--- src/rtl/rf_wb_arbiter_pkg.sv ---
// Shared constants and payload type for the register-file writeback arbiter.
package rf_wb_arbiter_pkg;

    localparam int unsigned WORD        = 32;
    localparam int unsigned REG_LOG     = 5;
    localparam int unsigned NUM_REGS    = 32'(1) << REG_LOG;
    localparam int unsigned NUM_REQ_DEF = 3;

    localparam int unsigned REQ_ALU = 0;
    localparam int unsigned REQ_LSU = 1;
    localparam int unsigned REQ_MDU = 2;

    typedef struct packed {
        logic [REG_LOG-1:0] rd;
        logic [WORD-1:0]    data;
    } wb_req_t;

    // Width of a counter that must reach `limit` without wrapping.
    function automatic int unsigned cnt_width(input int unsigned limit);
        return (limit < 1) ? 1 : $clog2(limit + 1);
    endfunction

endpackage

--- src/rtl/rf_wb_arbiter_rr_age_picker.sv ---
// Fixed-priority picker with per-requester wait counters; a requester that
// has waited STARVE_LIMIT cycles outranks every non-starved one.
module rf_wb_arbiter_rr_age_picker
    import rf_wb_arbiter_pkg::*;
#(
    parameter int unsigned NUM_REQ      = NUM_REQ_DEF,
    parameter int unsigned STARVE_LIMIT = 4
) (
    input  logic               clk,
    input  logic               rst,
    input  logic [NUM_REQ-1:0] valid,
    output logic [NUM_REQ-1:0] grant
);

    localparam int unsigned CW = cnt_width(STARVE_LIMIT);
    localparam logic [CW-1:0] LIMIT = CW'(STARVE_LIMIT);

    logic [CW-1:0]      wait_cnt [NUM_REQ];
    logic [NUM_REQ-1:0] starved;
    logic [NUM_REQ-1:0] pool;

    // Starved requesters form the candidate pool when any exist; lowest index wins.
    always_comb begin
        starved = '0;
        for (int i = 0; i < NUM_REQ; i++) begin
            starved[i] = valid[i] && (wait_cnt[i] >= LIMIT);
        end
        pool  = (|starved) ? starved : valid;
        grant = rst ? '0 : (pool & (~pool + NUM_REQ'(1)));
    end

    always_ff @(posedge clk or posedge rst) begin
        if (rst) begin
            for (int i = 0; i < NUM_REQ; i++) begin
                wait_cnt[i] <= '0;
            end
        end else begin
            for (int i = 0; i < NUM_REQ; i++) begin
                if (!valid[i] || grant[i]) begin
                    wait_cnt[i] <= '0;
                end else if (wait_cnt[i] < LIMIT) begin
                    wait_cnt[i] <= wait_cnt[i] + CW'(1);
                end
            end
        end
    end

endmodule

--- src/rtl/rf_wb_arbiter.sv ---
// Register-file write-port arbiter with a busy scoreboard for long-latency
// destinations; winning write is registered and presented one cycle later.
module rf_wb_arbiter
    import rf_wb_arbiter_pkg::*;
#(
    parameter int unsigned NUM_REQ      = NUM_REQ_DEF,
    parameter int unsigned STARVE_LIMIT = 4
) (
    input  logic                       clk,
    input  logic                       rst,
    input  logic [NUM_REQ-1:0]         req_valid,
    output logic [NUM_REQ-1:0]         req_ready,
    input  logic [NUM_REQ*REG_LOG-1:0] req_rd,
    input  logic [NUM_REQ*WORD-1:0]    req_data,
    input  logic                       sb_set,
    input  logic [REG_LOG-1:0]         sb_rd,
    input  logic                       flush,
    input  logic [REG_LOG-1:0]         rs0,
    input  logic [REG_LOG-1:0]         rs1,
    input  logic [REG_LOG-1:0]         rs2,
    output logic                       busy0,
    output logic                       busy1,
    output logic                       busy2,
    output logic                       RFWrite,
    output logic [REG_LOG-1:0]         rd,
    output logic [WORD-1:0]            rd_WriteData
);

    logic [NUM_REQ-1:0]  grant;
    logic                gnt_any;
    wb_req_t             sel;
    logic [NUM_REGS-1:0] busy;
    logic [NUM_REGS-1:0] busy_nxt;

    rf_wb_arbiter_rr_age_picker #(
        .NUM_REQ      (NUM_REQ),
        .STARVE_LIMIT (STARVE_LIMIT)
    ) u_picker (
        .clk   (clk),
        .rst   (rst),
        .valid (req_valid),
        .grant (grant)
    );

    assign req_ready = grant;
    assign gnt_any   = |grant;

    // One-hot grant selects the winning slice.
    always_comb begin
        sel = '0;
        for (int i = 0; i < NUM_REQ; i++) begin
            if (grant[i]) begin
                sel.rd   = req_rd[i*REG_LOG +: REG_LOG];
                sel.data = req_data[i*WORD +: WORD];
            end
        end
    end

    // Writes to r0 complete the handshake but never assert the write enable.
    always_ff @(posedge clk or posedge rst) begin
        if (rst) begin
            RFWrite      <= 1'b0;
            rd           <= '0;
            rd_WriteData <= '0;
        end else begin
            RFWrite <= gnt_any && (sel.rd != '0);
            if (gnt_any) begin
                rd           <= sel.rd;
                rd_WriteData <= sel.data;
            end
        end
    end

    // Later assignments win: a new issue to a register outranks its commit or a flush.
    always_comb begin
        busy_nxt = busy;
        if (flush) begin
            busy_nxt = '0;
        end
        if (gnt_any) begin
            busy_nxt[sel.rd] = 1'b0;
        end
        if (sb_set && (sb_rd != '0)) begin
            busy_nxt[sb_rd] = 1'b1;
        end
        busy_nxt[0] = 1'b0;
    end

    always_ff @(posedge clk or posedge rst) begin
        if (rst) begin
            busy <= '0;
        end else begin
            busy <= busy_nxt;
        end
    end

    assign busy0 = busy[rs0];
    assign busy1 = busy[rs1];
    assign busy2 = busy[rs2];

endmodule
--- config.mk ---
export PLATFORM = sky130hd
export DESIGN_NAME = rf_wb_arbiter
export DESIGN_NICKNAME = d
export VERILOG_FILES = /design/src/rtl/rf_wb_arbiter_pkg.sv /design/src/rtl/rf_wb_arbiter_rr_age_picker.sv /design/src/rtl/rf_wb_arbiter.sv
export SDC_FILE = /design/constraint.sdc
export NUM_CORES = 1
export LEC_CHECK = 0
export CAP_MARGIN = 0
export CELL_PAD_IN_SITES_DETAIL_PLACEMENT = 1
export CELL_PAD_IN_SITES_GLOBAL_PLACEMENT = 1
export CORE_ASPECT_RATIO = 0.6
export CORE_MARGIN = 5
export CORE_UTILIZATION = 36
export DETAILED_ROUTE_END_ITERATION = 8
export PLACE_DENSITY_LB_ADDON = 0.1
export RECOVER_POWER = 100
export SLEW_MARGIN = 20
export SYNTH_ARGS = -nofsm -noshare
export SYNTH_HDL_FRONTEND = slang
export SYNTH_SLANG_ARGS = --single-unit
--- constraint.sdc ---
create_clock -name clk -period 7.4 [get_ports clk]
set_input_delay 0.74 -clock clk [delete_from_list [all_inputs] [get_ports clk]]
set_output_delay 0.74 -clock clk [all_outputs]
set_load 0.005 [all_outputs]
==> metrics.md, run 1 <==
| Metric | Value |
|---|---|
| Int Pwr | 0.927 mW |
| Fillers | approximately 1400 |
| Worst hold slack | 486 ps |
| Syn Area/Cell | 10.6 um^2 |
| Leakage power | 2.73 nW |
| Final period utilization | 67.7% |
| Max Cap Viol | 3 |
| Largest net degree at the start of global routing | 81 |
| Crit path cell chain | dlygate4sd3_1 -> a21oi_1 -> o211a_1 -> clkbuf_1 -> dlygate4sd3_1 |
| CP Class | in2out |
| Switching share of power | 27.2% |
| Crit path max-delay cell type | clkbuf_1 |
| Design Area, Final | 0.00680 mm^2 |
| Skew final | 6.58 ps |
| Post-synthesis cell count | 435 |
| 1st-pass router iterations | 5 |
| Starting Density | 36.3% |
| CP Launch Type | input port |
| Final wirelength | roughly 19 mm |
| Clock transition at path regs | 60 ps |
| Hold Crit Class | reg2reg |
| Finish-stage setup viols | 0 |
| Die area | 0.0152 mm^2 |
| Wirelength per Cell | around 25 um |
| Die Wd | 156 um |
| Num rows | 32 |
| CTS Buf Count | 9 |
| DRC Markers | 0 |
| Yosys reg bits | 78 |
| Post-synthesis sequential area ratio | 42.4% |
| Placer Congestion | about 1 |
| Area contributors post-synth | dfrtp_1, mux4_2, nand2_1, a222oi_1, o311ai_1 |
| Slew HR | -50.4% |
| Ant. Diodes | 0 |
| CTS Hold Bufs | 0 |
| Clk root buf | clkbuf_16 |
| Synth warn | 0 |
| Die H | 97.6 um |
| CP arrival | 4270 ps |
| Worst ir drop on vdd | 0.000130 V |
| Highest Clock Rate | about 200 MHz |
| Post-route setup TNS | 0 ps |
| Setup bufs post-CTS | 0 |
| Vias per cell | 6.18 |
| CP most frequent cell | dlygate4sd3_1 |
| Switching power | 0.346 mW |
| Clock sink total | 78 |
| CTS tree | done |
| Net count after synthesis | 576 |
| Sequential power share | 39.2% |
| Unrepaired setup endpoints after global routing | no |
| Clk_lat worst skew | between 300 and 400 ps |
| Clk buf depth | 2 |
| Pwr dens | 187 mW/mm^2 |
| Distinct cells, synth | 48 |
| Worst-margin pin slew | 2260 ps |
| Post-cts repair resize count | 0 |
| Num ports | 182 |
| Area growth syn-to-layout | 47.8% |
| Post-route ant nets | 0 |
| Synthesized cell area | 0.00460 mm^2 |
| Vias in the first global route | 5022 |
| Final Slew Violations | 132 |
| Port buffer count | 181 |
| Placed cell area | 0.00655 mm^2 |
| Cell taking the most area after synthesis | dfrtp_1 |
| All-layer global routing usage | 25.3% |
| Crit-path max cell delay | 1600 ps |
| Number of H-tree levels | 3 |
| Comb pwr share | 23.8% |
| Final hold vios | 0 |
| Share of layout cells above drive strength 1 | under 10% |
| Min Tclk post-route | 5010 ps |
| Status | finished with violations |
| Crit path max fanout | 46 |
| Vias | 4782 |
| Worst setup EP type | output port |
| Failing checks | max-capacitance violations, max-slew violations |
| Post-DP HPWL | 14.3 mm |
| First-pass GRT wire length | ~29 mm |
| Gr ovfl total | 0 |
| Initial antenna violation count | 0 |
| Core Area | between 0.01 and 0.015 mm^2 |
| Nets | 741 |
| Post-synth top area share | 42.4% |
| Worst Path Required | 6660 ps |
| Clock share of power | a little under two fifths |
| Drt first-iter violations | 530 |
## cell type report
type	count	area (um^2)	area share [%]
clock buffers	11	233	3.42
clock inverters	4	72.6	1.07
inverters	12	46.3	0.681
multi-input cells	313	2440	35.9
flip-flops and latches	78	1950	28.7
well taps	170	213	3.13
repair buffers	186	1840	27.1
## Yosys cell counts, drive strengths merged
cell and number:
a21boi 3, a21oi 5, a221o 4, a221oi 1, a222oi 32, a22o 6
a22oi 4, a2bb2oi 1, a311oi 1, a32oi 4, buf 7, clkbuf 25
dfrtp 78, ha 3, inv 12, mux2 7, mux2i 2, mux4 27
nand2 92, nand2b 8, nand3 10, nand3b 1, nand4 2, nand4b 1
nor2 12, nor2b 5, nor3 4, nor4 3, o211a 1, o21a 3
o21ai 25, o22ai 9, o311ai 17, o31ai 2, o32ai 2, o41a 1
o41ai 6, or2 2, or2b 1, or3 3, xor2 3
## kinds of logic after synthesis
logic type	share of synthesized area (%)
multiplexers	15.4
XOR/XNOR	0.571
adder cells (fa/ha/maj)	0.816
AND/OR/NAND/NOR	13.9
AO/OA/AOI/OAI	22.9
buffers and inverters	4.05
flip-flops	42.4
## layer usage
metal	track usage [%]	vias up	part of all wire [%]
met5	0	-	0
met3	9.43	33	11
met2	37.2	279	45
met1	34.7	2411	41
met4	7.33	0	2.3
li1	-	2059	-
## flip-flops by register name (all words and copies together) (netlist names)
| signal | cells |
|---|---|
| RFWrite | 1 |
| busy | 31 |
| rd_WriteData | 32 |
| u_picker.wait_cnt | 9 |
| rd | 5 |
## per-stage QoR
step | cells | worst slack (ps) | util [%] | power, mW
5_1_grt | 774 | 2060 | 53.6 | 1.33
4_1_cts | 774 | 3280 | 54.0 | 1.30
3_3_place_gp | 759 | 3410 | 51.6 | 0.815
3_5_place_dp | 759 | 3280 | 51.6 | 0.824
2_1_floorplan | 435 | 3200 | - | 0.626
6_report | 774 | 2390 | 53.6 | 1.27
## power by group through the flow
stage	Clock (mW)	Sequential, mW	Combinational, mW
global placement	0	0.506	0.309
CTS	0.480	0.500	0.320
floorplan	0	0.499	0.127
global route	0.495	0.504	0.326
detailed placement	0	0.507	0.317
finish	0.472	0.499	0.303
## critical path: cells and delay by family
family	cells	cell delay [ps]
buffers and inverters	3	3070
AOI/OAI and AO/OA	2	430
## placed cells by master, fill, tap and decap left out, types with 4 or more instances in the layout
| master | n |
|---|---|
| a32oi_1 | 4 |
| a21oi_1 | 4 |
| nor2_1 | 12 |
| a22o_1 | 6 |
| clkdlybuf4s50_1 | 135 |
| nor3_1 | 4 |
| nand2_1 | 92 |
| mux4_2 | 27 |
| clkbuf_1 | 5 |
| a22oi_1 | 4 |
| o22ai_1 | 9 |
| clkbuf_16 | 9 |
| a221o_1 | 4 |
| a222oi_1 | 32 |
| o311ai_0 | 16 |
| o21ai_1 | 13 |
| nor2b_1 | 5 |
| nand2b_1 | 8 |
| inv_1 | 11 |
| o21ai_0 | 11 |
| dlygate4sd3_1 | 46 |
| mux2_2 | 7 |
| dfrtp_1 | 78 |
| nand3_1 | 10 |
| o41ai_1 | 6 |
## worst paths after layout
path / slack, ps / startpoint / depth (start not counted) / to
worst max-delay path: 2390 / req_valid[0] / 5 / req_ready[1]
worst min-delay path: 490 / rd[2] / 2 / rd[2]
worst max register to register: 2980 / u_picker.wait_cnt[5] / 7 / busy[9]
worst min register to register: 490 / rd[2] / 2 / rd[2]
max in group asynchronous: 5510 / rst / 3 / rd_WriteData[2]
min in group asynchronous: 1370 / rst / 3 / u_picker.wait_cnt[2]
Power figures use the tool's default switching activity.
==> run 2, diff against run 1 <==
- CORE_UTILIZATION: 36 -> 30
- clock period: 7.4 -> 4.14 ns (I/O delays scaled with it)
==> metrics.md, run 2 (synthesized netlist as in run 1, its figures left out) <==
| Metric | Value |
|---|---|
| DRC Markers | 0 (unchanged) |
| GRT met3 Usage | 7.06% (was 9.43%) |
| First-pass GRT wire length | 30.6 mm (was 29.4 mm) |
| Die Wd | 170 um (was 156 um) |
| Drt first-iter violations | 392 (was 530) |
| Max Cap Viol | 1 (was 3) |
| Placed cell area | 0.00662 mm^2 (was 0.00655 mm^2) |
| Worst reg2reg path depth | 6 (was 7) |
| Nets | 746 (was 741) |
| Leakage power | 2.76 nW (was 2.73 nW) |
| Worst ir drop on vdd | 0.000167 V (was 0.000130 V) |
| Crit path cell chain | dlygate4sd3_1 -> clkinvlp_2 -> o211a_1 -> clkbuf_1 -> a221o_1 -> o311ai_0 -> o21ai_1 (was dlygate4sd3_1 -> a21oi_1 -> o211a_1 -> clkbuf_1 -> dlygate4sd3_1) |
| Hold Crit Class | reg2reg (unchanged) |
| Max reg flops | 32 (unchanged) |
| Num ports | 182 (unchanged) |
| Post-route setup TNS | 0 ps (unchanged) |
| Slew HR | -29.1% (was -50.4%) |
| CTS Hold Bufs | 0 (unchanged) |
| Biggest register | rd_WriteData (unchanged) |
| Met2 Usage GRT | 33.2% (was 37.2%) |
| Unrepaired setup endpoints after global routing | no (unchanged) |
| Number of H-tree levels | 3 (unchanged) |
| Status | finished with violations (unchanged) |
| Skew final | 11.4 ps (was 6.58 ps) |
| Worst Path Required | 4330 ps (was 6660 ps) |
| Area growth syn-to-layout | 49.7% (was 47.8%) |
| Pwr dens | 326 mW/mm^2 (was 187 mW/mm^2) |
| Design Area, Final | 0.00689 mm^2 (was 0.00680 mm^2) |
| Worst setup EP type | flip-flop (was output port) |
| Clk buf depth | 2 (unchanged) |
| Die H | 106 um (was 97.6 um) |
| Die area | 0.0180 mm^2 (was 0.0152 mm^2) |
| Starting Density | 30.3% (was 36.3%) |
| Setup bufs post-CTS | 0 (unchanged) |
| Clk root buf | clkbuf_16 (unchanged) |
| Commonest non-fill, non-tap cells in the layout | clkdlybuf4s50_1, nand2_1, dfrtp_1 (unchanged) |
| Crit path max fanout | 14 (was 46) |
| Share of layout cells above drive strength 1 | 11.0% (was 9.27%) |
| Min Tclk post-route | roughly 3500 ps |
| Final period utilization | 83.9% |
| Hold-critical path depth | 2 (unchanged) |
| Crit path max-delay cell type | dlygate4sd3_1 (was clkbuf_1) |
| CTS tree | done (unchanged) |
| Gr ovfl total | 0 (unchanged) |
| Worst hold slack | 508 ps (was 486 ps) |
| Failing checks | max-capacitance violations, max-slew violations (unchanged) |
| Gr busiest metal | met2 (unchanged) |
| Vias in the first global route | 5062 (was 5022) |
| Highest Clock Rate | 288 MHz |
| Num rows | 35 (was 32) |
| Crit-path max cell delay | 740 ps (was 1600 ps) |
| Core Area | 0.0152 mm^2 (was 0.0127 mm^2) |
| All-layer global routing usage | 22.0% (was 25.3%) |
| Wirelength per Cell | 24.2 um (was 24.9 um) |
| Post-DP HPWL | 15.1 mm (was 14.3 mm) |
| Commonest non-fill, non-tap cell in the layout | clkdlybuf4s50_1 (unchanged) |
| CP Launch Type | input port (unchanged) |
| CP Class | in2reg (was in2out) |
| Clk_lat worst skew | 340 ps (about the same) |
| CP arrival | 3670 ps (was 4270 ps) |
| Clock transition at path regs | 60 ps (about the same) |
| Post-route ant nets | 0 (unchanged) |
| Placer Congestion | 0.921 (was 1.00) |
| Post-cts repair resize count | 0 (unchanged) |
| Vias per cell | 5.79 (was 6.18) |
| M1 GR Usage | 31.2% (was 34.7%) |
| Ant. Diodes | 0 (unchanged) |
| Vias | 4706 (was 4782) |
| 1st-pass router iterations | 8 (was 5) |
| Finish-stage setup viols | 0 (unchanged) |
| Worst-margin pin slew | 1940 ps (was 2260 ps) |
| CTS Buf Count | 9 (unchanged) |
| Largest net degree at the start of global routing | 72 (was 81) |
| Final Slew Violations | 72 (was 132) |
| Port buffer count | 181 (unchanged) |
| Initial antenna violation count | 0 (unchanged) |
| Clock sink total | 78 (unchanged) |
| Largest registers | rd_WriteData (32), busy (31), u_picker.wait_cnt (9) (unchanged) |
| Final hold vios | 0 (unchanged) |
| Final wirelength | 19.7 mm (was 19.3 mm) |
[run 2: cell types whose count changed in the layout (fill, tap and decap cells not counted), sizes merged]
cell,previous run,this run
dlygate4sd3,46,44
clkdlybuf4s50,135,137
clkinv,1,2
bufinv,2,1
buf,2,5
clkbuf,14,16
clkinvlp,2,3
[run 2: critical path, delay by kind of cell]
kind,cells,cell delay (ps)
AO/OA/AOI/OAI,4,1640
buffers and inverters,3,1600
[run 2: final timing paths]
| kind | startpoint | end | slack [ps] |
|---|---|---|---|
| min | rd[1] | rd[1] | 510 |
| max reg2reg | u_picker.wait_cnt[5] | busy[17] | 1250 |
| max | rst | busy[17] | 670 |
| min reg2reg | rd[1] | rd[1] | 510 |
| min in group asynchronous | rst | busy[15] | 730 |
| max in group asynchronous | rst | rd_WriteData[26] | 1210 |
[run 2: final cells by class]
class / instances / area (um^2)
flip-flops and latches: 78 / 1950
fillers: 1684 / 8310
well taps: 203 / 254
multi-input cells: 313 / 2470
inverters: 12 / 46.3
clock inverters: 5 / 58.8
clock buffers: 11 / 243
repair buffers: 191 / 1870
[run 2: metal layers]
layer | part of all wire (%) | vias up | wire [um]
li1 | - | 2076 | -
met1 | 45 | 2406 | 8930
met2 | 44 | 202 | 8730
met3 | 8.8 | 22 | 1730
met4 | 1.4 | 0 | 275
met5 | 0 | - | 0
[run 2: per-stage QoR]
stage | std cells | util (%) | power, mW | setup slack [ps]
after floorplan | 435 | - | 1.12 | 590
after global placement | 797 | 43.6 | 1.47 | 798
after detailed placement | 797 | 43.6 | 1.48 | 764
after CTS | 813 | 45.6 | 2.30 | 763
after global routing | 813 | 45.3 | 2.35 | 382
final | 813 | 45.3 | 2.24 | 666
[run 2: power breakdown]
part / switching (mW) / internal (mW) / total, mW
Clock: 0.328 / 0.484 / 0.812
Sequential: 0.0567 / 0.835 / 0.892
Combinational: 0.241 / 0.299 / 0.541
Total: 0.626 / 1.62 / 2.24
